$ cat config.mk
export PLATFORM = sky130hd
export DESIGN_NAME = seg7_scan_controller
export DESIGN_NICKNAME = d
export VERILOG_FILES = /design/src/rtl/seg7_scan_controller.sv
export SDC_FILE = /design/constraint.sdc
export NUM_CORES = 1
export LEC_CHECK = 0
export ABC_AREA = 1
export BUFFER_PORTS_ARGS = -buffer_cell sky130_fd_sc_hd__buf_2
export CORE_ASPECT_RATIO = 1.2
export CORE_MARGIN = 2
export CORE_UTILIZATION = 55
export DETAILED_ROUTE_END_ITERATION = 16
export PLACE_DENSITY = 0.84
export SLEW_MARGIN = 20
export SYNTH_ARGS = -nofsm -noshare
export SYNTH_HDL_FRONTEND = slang
export SYNTH_SLANG_ARGS = --single-unit
$ cat constraint.sdc
create_clock -name clk -period 2.69 [get_ports clk]
set_input_delay 0.1345 -clock clk [delete_from_list [all_inputs] [get_ports clk]]
set_output_delay 0.1345 -clock clk [all_outputs]
set_load 0.005 [all_outputs]
$ cat src/rtl/seg7_scan_controller.sv
// Time-multiplexed scan controller for common-cathode 7-segment digits with a double-buffered frame.
// Optional: define SEG7_SCAN_PWM_EN to add a brightness[3:0] input that dims each SHOW slot.
module seg7_scan_controller #(
  parameter int NUM_DIGITS   = 4,
  parameter int SHOW_CYCLES  = 1000,
  parameter int BLANK_CYCLES = 4,
  parameter int CNT_W        = 16
) (
  input  logic                    clk,
  input  logic                    reset,
  input  logic                    enable,
`ifdef SEG7_SCAN_PWM_EN
  input  logic [3:0]              brightness,
`endif
  input  logic                    load_valid,
  output logic                    load_ready,
  input  logic [3*NUM_DIGITS-1:0] load_data,
  input  logic [NUM_DIGITS-1:0]   load_dp,
  output logic [6:0]              seg,
  output logic                    dp,
  output logic [NUM_DIGITS-1:0]   digit_en,
  output logic                    frame_done
);

  localparam int IDX_W = (NUM_DIGITS > 1) ? $clog2(NUM_DIGITS) : 1;
  localparam logic [CNT_W-1:0] SHOW_LAST  = CNT_W'(SHOW_CYCLES - 1);
  localparam logic [CNT_W-1:0] BLANK_LAST = CNT_W'(BLANK_CYCLES - 1);
  localparam logic [IDX_W-1:0] IDX_LAST   = IDX_W'(NUM_DIGITS - 1);

  typedef enum logic [1:0] {IDLE, BLANK, SHOW} state_t;

  state_t                  state_q, state_d;
  logic [CNT_W-1:0]        cnt_q, cnt_d;
  logic [IDX_W-1:0]        idx_q, idx_d;
  logic [3*NUM_DIGITS-1:0] active_q, pend_q;
  logic [NUM_DIGITS-1:0]   activeDp_q, pendDp_q;
  logic                    ready_q;
  logic [6:0]              seg_q, seg_d;
  logic                    dp_q, dp_d;
  logic [NUM_DIGITS-1:0]   digitEn_q, digitEn_d;
  logic                    frameDone_q;
  logic                    frameEnd;
  logic                    loadFire;
  logic                    lit;
  logic [2:0]              digitVal [NUM_DIGITS];

  function automatic logic [6:0] decode(input logic [2:0] v);
    case (v)
      3'd0:    decode = 7'h3F;
      3'd1:    decode = 7'h06;
      3'd2:    decode = 7'h5B;
      3'd3:    decode = 7'h4F;
      3'd4:    decode = 7'h66;
      3'd5:    decode = 7'h6D;
      3'd6:    decode = 7'h7D;
      default: decode = 7'h07;
    endcase
  endfunction

  for (genvar g = 0; g < NUM_DIGITS; g++) begin : g_unpack
    assign digitVal[g] = active_q[3*g +: 3];
  end

  assign loadFire = load_valid & ready_q;

  // Dropping enable wins over everything, including a pending frame-end swap.
  always_comb begin
    state_d  = state_q;
    cnt_d    = cnt_q;
    idx_d    = idx_q;
    frameEnd = 1'b0;
    if (!enable) begin
      state_d = IDLE;
      cnt_d   = '0;
      idx_d   = '0;
    end else begin
      case (state_q)
        IDLE: begin
          state_d = BLANK;
          cnt_d   = '0;
          idx_d   = '0;
        end
        BLANK: begin
          if (cnt_q == BLANK_LAST) begin
            state_d = SHOW;
            cnt_d   = '0;
          end else begin
            cnt_d = cnt_q + CNT_W'(1);
          end
        end
        SHOW: begin
          if (cnt_q == SHOW_LAST) begin
            state_d = BLANK;
            cnt_d   = '0;
            if (idx_q == IDX_LAST) begin
              idx_d    = '0;
              frameEnd = 1'b1;
            end else begin
              idx_d = idx_q + IDX_W'(1);
            end
          end else begin
            cnt_d = cnt_q + CNT_W'(1);
          end
        end
        default: state_d = IDLE;
      endcase
    end
  end

`ifdef SEG7_SCAN_PWM_EN
  logic [3:0]  bright_q;
  logic [3:0]  brightSel;
  logic [31:0] pwmLimit;

  // Brightness is latched once per slot so the duty cycle cannot change mid-digit.
  assign brightSel = (state_q == BLANK && state_d == SHOW) ? brightness : bright_q;
  assign pwmLimit  = ((32'(brightSel) + 32'd1) * 32'(SHOW_CYCLES)) >> 4;
  assign lit       = (32'(cnt_d) < pwmLimit);

  always_ff @(posedge clk or posedge reset) begin
    if (reset) bright_q <= 4'hF;
    else       bright_q <= brightSel;
  end
`else
  assign lit = 1'b1;
`endif

  always_comb begin
    seg_d     = '0;
    dp_d      = 1'b0;
    digitEn_d = '0;
    if (state_d == SHOW && lit) begin
      digitEn_d = NUM_DIGITS'(1) << idx_d;
      seg_d     = decode(digitVal[idx_d]);
      dp_d      = activeDp_q[idx_d];
    end
  end

  // Outputs are registered from next-state values so they line up with the state register.
  always_ff @(posedge clk or posedge reset) begin
    if (reset) begin
      state_q     <= IDLE;
      cnt_q       <= '0;
      idx_q       <= '0;
      active_q    <= '0;
      activeDp_q  <= '0;
      pend_q      <= '0;
      pendDp_q    <= '0;
      ready_q     <= 1'b1;
      seg_q       <= '0;
      dp_q        <= 1'b0;
      digitEn_q   <= '0;
      frameDone_q <= 1'b0;
    end else begin
      state_q     <= state_d;
      cnt_q       <= cnt_d;
      idx_q       <= idx_d;
      seg_q       <= seg_d;
      dp_q        <= dp_d;
      digitEn_q   <= digitEn_d;
      frameDone_q <= frameEnd;
      if (loadFire) begin
        pend_q   <= load_data;
        pendDp_q <= load_dp;
        ready_q  <= 1'b0;
      end else if (frameEnd && !ready_q) begin
        active_q   <= pend_q;
        activeDp_q <= pendDp_q;
        ready_q    <= 1'b1;
      end
    end
  end

  assign load_ready = ready_q;
  assign seg        = seg_q;
  assign dp         = dp_q;
  assign digit_en   = digitEn_q;
  assign frame_done = frameDone_q;

endmodule

== Yosys cells after proc, flatten, opt, wreduce, memory -nomap -nowiden ==
Cells that the tools add are included.
Widths: inputs -> output; s select.

* Input port bits: 20
* Output and inout bits: 14
* Bits in read-only memories: 0
* Memories kept: 0
* Word-level logic and storage cells: 66
* Bits in registers: 66
* RAM bits: 0
* Latch bits: 0

* Div/mod/pow operators: 0
* Bitwise gates (word level): 3
* $lt $le $gt $ge: 2
* Mux-type cells: 27
* Eq/ne operators: 13
* Reductions and logical operators: 6
* Add/subtract/negate cells: 2
* Shift operators: 1
* Multipliers: 0

{| class="wikitable"
|+ Operators by type and width
! operator !! count
|-
| $pmux 7 s7 || 1
|-
| $mux 16 || 3
|-
| $pmux 16 s3 || 1
|-
| $add 16x1->16 const B || 1
|-
| $eq 16x10->1 const B || 1
|-
| $eq 16x2->1 const B || 1
|-
| $mux 2 || 6
|-
| $eq 3x3->1 const B || 3
|-
| $mux 1 || 8
|-
| $mux 7 || 1
|-
| $bmux 3 s2 || 1
|-
| $eq 2x2->1 const B || 3
|-
| $eq 3x2->1 const B || 2
|-
| $mux 3 || 2
|-
| $pmux 2 s3 || 1
|-
| $mux 4 || 1
|-
| $ne 4x1->1 const B || 1
|-
| $pmux 2 s2 || 1
|-
| $shl 1x2->4 const A || 1
|-
| $eq 3x1->1 const B || 1
|-
| $ge 3x3->1 const B || 1
|-
| $logic_not 3->1 || 1
|-
| $lt 2x3->1 const B || 1
|-
| $not 2->3 || 1
|-
| 10 further kinds || 10
|}

== Depth between registers and ports, before layout ==
* Word-level depth: 12
* Gate-level depth with buffers: 20

== Worst setup path before layout ==
Ideal clock, no wire load.

* Kind: reg2reg
* Start: register cnt_q[0]
* End: register seg_q[0] (netlist: seg[0])
* Period minus slack after synthesis: 2010 ps
* Setup slack: 680 ps
* Required time: 2577 ps
* Cell stages (with the launch flop): 19
* Arrival time: 1897 ps
* Library setup time: 113 ps
* Cell sequence: dfrtp_1 -> ha_1 -> nand2_2 -> clkinv_2 -> nand2_2 -> nor2_4 -> nand2_2 -> nand3_2 -> nand3_4 -> nand2_4 -> buf_8 -> nand3_2 -> nand2_2 -> nor2_4 -> nand2_2 -> nand3_2 -> nand3_1 -> nand2_1 -> inv_1

* Word-level cells in the longest chain between the ends: 11
* Elaborated cells on any way between the ends: 23
* Those cells by class: 9 x eq/ne; 12 x mux; 1 x bitwise; 1 x reduce/logical

{| class="wikitable"
|+ Ends and longest elaborated chain
! element !! RTL line !! source
|-
| start, declared || 33 || <nowiki>logic [CNT_W-1:0] cnt_q, cnt_d;</nowiki>
|-
| start signal, assigned || 156 || <nowiki>cnt_q <= cnt_d;</nowiki>
|-
| $eq 16x10->1 || 92 || <nowiki>if (cnt_q == SHOW_LAST) begin</nowiki>
|-
| $mux 2 || 92 ||
|-
| $pmux 2 s2 || 77 || <nowiki>case (state_q)</nowiki>
|-
| $mux 2 || 72 || <nowiki>if (!enable) begin</nowiki>
|-
| $not 2->3 (not written as such) || 134 || <nowiki>seg_d = decode(digitVal[idx_d]);</nowiki>
|-
| $bmux 3 s2 || 134 ||
|-
| $mux 3 (not written as such) (2 in a row) || 134 ||
|-
| $eq 3x3->1 (tied with other cells) || 48 || <nowiki>case (v)</nowiki>
|-
| $pmux 7 s7 || 48 ||
|-
| $mux 7 * || 132 || <nowiki>if (state_d == SHOW && lit) begin</nowiki>
|-
| named net seg_d[0] || 38 || <nowiki>logic [6:0] seg_q, seg_d;</nowiki>
|-
| end signal, assigned || 158 || <nowiki>seg_q <= seg_d;</nowiki>
|-
| end, declared || 38 ||
|}

Mark *: on every way through the listed nets, which the timed path passes. The rest lies on a longest branch. The select of a mux whose other input is x is not followed.
A chain may end at the register's enable or synchronous reset.

== Worst setup path in the final report ==
* Start: register state_q[0]
* End: register seg_q[0] (netlist: seg[0])

* Word-level cells in the longest chain between the ends: 10
* Elaborated cells on any way between the ends: 23
* Those cells by class: 9 x eq/ne; 11 x mux; 1 x bitwise; 2 x reduce/logical

{| class="wikitable"
|+ Ends and longest elaborated chain
! element !! RTL line !! source
|-
| start, declared || 32 || <nowiki>state_t state_q, state_d;</nowiki>
|-
| start signal, assigned || 155 || <nowiki>state_q <= state_d;</nowiki>
|-
| $eq 2x2->1 / $logic_not 2->1 (equally long branches) || 77 ||
|-
| $pmux 2 s2 * || 77 ||
|-
| $mux 2 * || 72 ||
|-
| named net idx_d[1] || 34 || <nowiki>logic [IDX_W-1:0] idx_q, idx_d;</nowiki>
|-
| $not 2->3 (not written as such) * || 134 ||
|-
| $bmux 3 s2 * || 134 ||
|-
| $mux 3 (not written as such) * (2 in a row) || 134 ||
|-
| $eq 3x3->1 (tied with other cells) || 48 ||
|-
| $pmux 7 s7 * || 48 ||
|-
| $mux 7 * || 132 ||
|-
| named net seg_d[0] || 38 ||
|}

Marked as above.

==> results.ini <==
[routing]
vias = 2577
dr.pass1.iters = 4
route.detailed.drc = 0
via_per_inst = 5.15
routedWlPerCell_um = 12.6
drt-initial-drc-count = 186
drt_wl_total_um = 6320
ant_nets = 0

[logic_synthesis]
yosysWarningCount = 0
synth_edf_count = 0
synth.distinct_cells = 43
ys_ff_latch = 66
synthesis.nets = 401
syn_area_um2 = 3290
async_flop_share = 1.00
netlist_instances = 375
yosysSeqAreaShare = 0.503
synth-main-ff-cell = dfrtp_1
postSynthAreaPerCell_um2 = 8.77

[clock_network]
root_buffer = clkbuf_8
clock_latency_ns = 0.33
ctsResizeCount = 0
cts_tree = done
cts_max_level = 3
cts_buffers = 9
clockBufferDepth = 2
cts_sinks = 66
clkTransAtPathRegs_ns = 0.06

[floorplan]
die_y_um = 88.7
ios = 34
die_area_um2 = 6610
core_um2 = 5710
initial_core_util = 0.576
die_w_um = 74.6
std_cell_rows = 30

[setup_path]
crit_fanout = 8
crit_path_end_kind = register
worstPathArrival_ns = 2.57
required_ns = 2.92
crit_type = register to register
worst-r2r-cell-count = 16
crit_path_start_kind = register

[timing]
fin_crit_sh = 0.871
fin_crit_ns = 2.34
setup_violations = 0
fin_tns_setup_ns = 0
grt_setup_unrepaired = false
drv_slew = 0
hold_viol = 0
tightest_slew_ns = 0.880
timing.fmax_mhz = 427
maxSlewHeadroom = 0.412
fin_skew_ns = 0.00573

[place]
place_congestion = 0.986
io_buffers = 33
hpwl_um = 4780

[layout]
mostFrequentLayoutCells = dfrtp_1 (65), nand2_1 (59), inv_1 (49), nor2_1 (39), buf_2 (33)
multiInputGateArea_um2 = 1370
regArea_um2 = 1650
finalNetCount = 442
mostFrequentLayoutCell = dfrtp_1
drive_gt1_frac = 0.240
area_growth_syn_to_layout_pct = 14.0
n_antenna_cell = 0
fin_util = 0.657
fillers = 474

[power_and_ir_drop]
combPwrFrac = 0.063
switching_share = 0.223
power.density_nw_per_um2 = 516
p_sw_uw = 431
leakagePower_nw = 1.90
irDropWorstVdd_uv = 416
clkPwrFrac = 0.407
seqPwrFrac = 0.530
internal-power_mw = 1.50

[status]
outcome = finished clean

[grt]
grt_pass1_vias = 2451
use_met1 = 0.253
track_usage = 0.215
grt_overflow_total = 0
antenna_found_initial = 0
grt_first_pass_wirelength_um = 10700
grt_use_met2 = 0.368
grt_max_degree = 34
busiest_layer = met2
grtUsageMet3 = 0.0513

[min_path]
hold_depth = 2
hp-class = input port to register

[job]
cap_violations = 0

cell type report:
type,instances,area share
Multi-Input combinational cell,241,0.364
Clock inverter,3,0.0107
Sequential cell,66,0.441
Tap cell,80,0.0267
Inverter,58,0.0591
Timing Repair Buffer,40,0.0594
Clock buffer,12,0.0387
stage by stage:
| stage | area, um^2 | power [mW] | hold WS (ns) | cells | setup WS [ns] |
|---|---|---|---|---|---|
| after floorplan | 3290 | 1.12 | 0.198 | 375 | 0.680 |
| after global placement | 3520 | 1.15 | 0.275 | 481 | 0.405 |
| after detailed placement | 3520 | 1.16 | 0.276 | 481 | 0.299 |
| after CTS | 3730 | 1.94 | 0.0324 | 498 | 0.302 |
| after global routing | 3750 | 2.02 | 0.0470 | 500 | 0.0931 |
| final | 3750 | 1.94 | 0.0452 | 500 | 0.346 |
logic make-up (layout without fill, tap and decap cells):
logic type                 count (synthesis)  count (layout)  share of synthesized area
xor gates and xnor gates                   4               4                     0.0107
DFF                                       66              66                      0.503
muxes                                      2               2                    0.00685
AOI/OAI and AO/OA                         57              57                     0.0990
and+or+nand+nor                          172             172                      0.274
buffers and inverters                     68             113                     0.0834
adders and majority gates                  6               6                     0.0228
synthesized netlist by cell type, types with 2 or more instances:
cell	instances	area, um^2
inv_1	50	188
nor2_1	39	146
and3_1	2	12.5
a21oi_1	25	125
nor2_4	5	56.3
a31oi_1	3	18.8
nand3b_1	2	15.0
ha_1	6	75.1
nand2_1	59	221
clkbuf_1	6	22.5
o21ai_0	18	90.1
xor2_1	3	26.3
nor3_1	16	80.1
nand4_1	5	31.3
nand3_2	4	40.0
inv_2	6	22.5
mux2_2	2	22.5
a211oi_1	4	30.0
nand2_4	4	45.0
buf_2	3	15.0
nand3_1	11	55.1
dfrtp_1	65	1630
nand2_2	14	87.6
nor4_1	2	12.5
nor2_2	3	18.8
worst max-delay path, cell delays in order, from the launching register on:
cell and delay [ns]:
dfrtp_1 0.41, inv_1 0.08, ha_1 0.30, nor2_1 0.23, inv_1 0.13, nand2_1 0.10, nand2_1 0.09, nand2_4 0.12
nand2_8 0.09, inv_4 0.10, nand2_2 0.06, nand2_2 0.12, inv_2 0.08, o21ai_2 0.15, nand3_1 0.09, nand2_1 0.06
inv_1 0.03
routing by layer:
layer	wire, um	part of all wire	vias to the layer above
li1	-	-	1286
met1	2590	0.41	1201
met2	3290	0.52	72
met3	276	0.044	18
met4	172	0.027	0
met5	0	0	-
power groups by stage:
stage,logic (mW),registers (mW),clock network [mW]
6_report,0.122,1.03,0.788
5_1_grt,0.140,1.03,0.853
4_1_cts,0.117,1.03,0.801
3_5_place_dp,0.114,1.04,0
3_3_place_gp,0.109,1.04,0
2_1_floorplan,0.0789,1.04,0
worst paths after layout:
check                      slack, ns          start            to
setup / recovery                0.35     state_q[0]        seg[0]
hold / removal                  0.05  load_data[10]    pend_q[10]
setup reg to reg                0.35     state_q[0]        seg[0]
hold reg to reg                 0.49   active_q[11]  active_q[11]
max in group asynchronous       1.51          reset    load_ready
min in group asynchronous       0.45          reset      cnt_q[8]
flip-flops by register name, summed over array words and instances, names as in the netlist:
name	cells
activeDp_q	4
active_q	12
cnt_q	16
digit_en	4
dp	1
frame_done	1
idx_q	2
load_ready	1
pendDp_q	4
pend_q	12
seg	7
state_q	2
repair_timing:
| action | 4_1_cts | 5_1_grt |
|---|---|---|
| hold buffers | 2 | 0 |
| setup endpoints to repair | 0 | 1 |
| setup buffers | 0 | 2 |
| hold endpoints to repair | 32 | 0 |
Note: power is estimated with default switching activity, not from simulation.
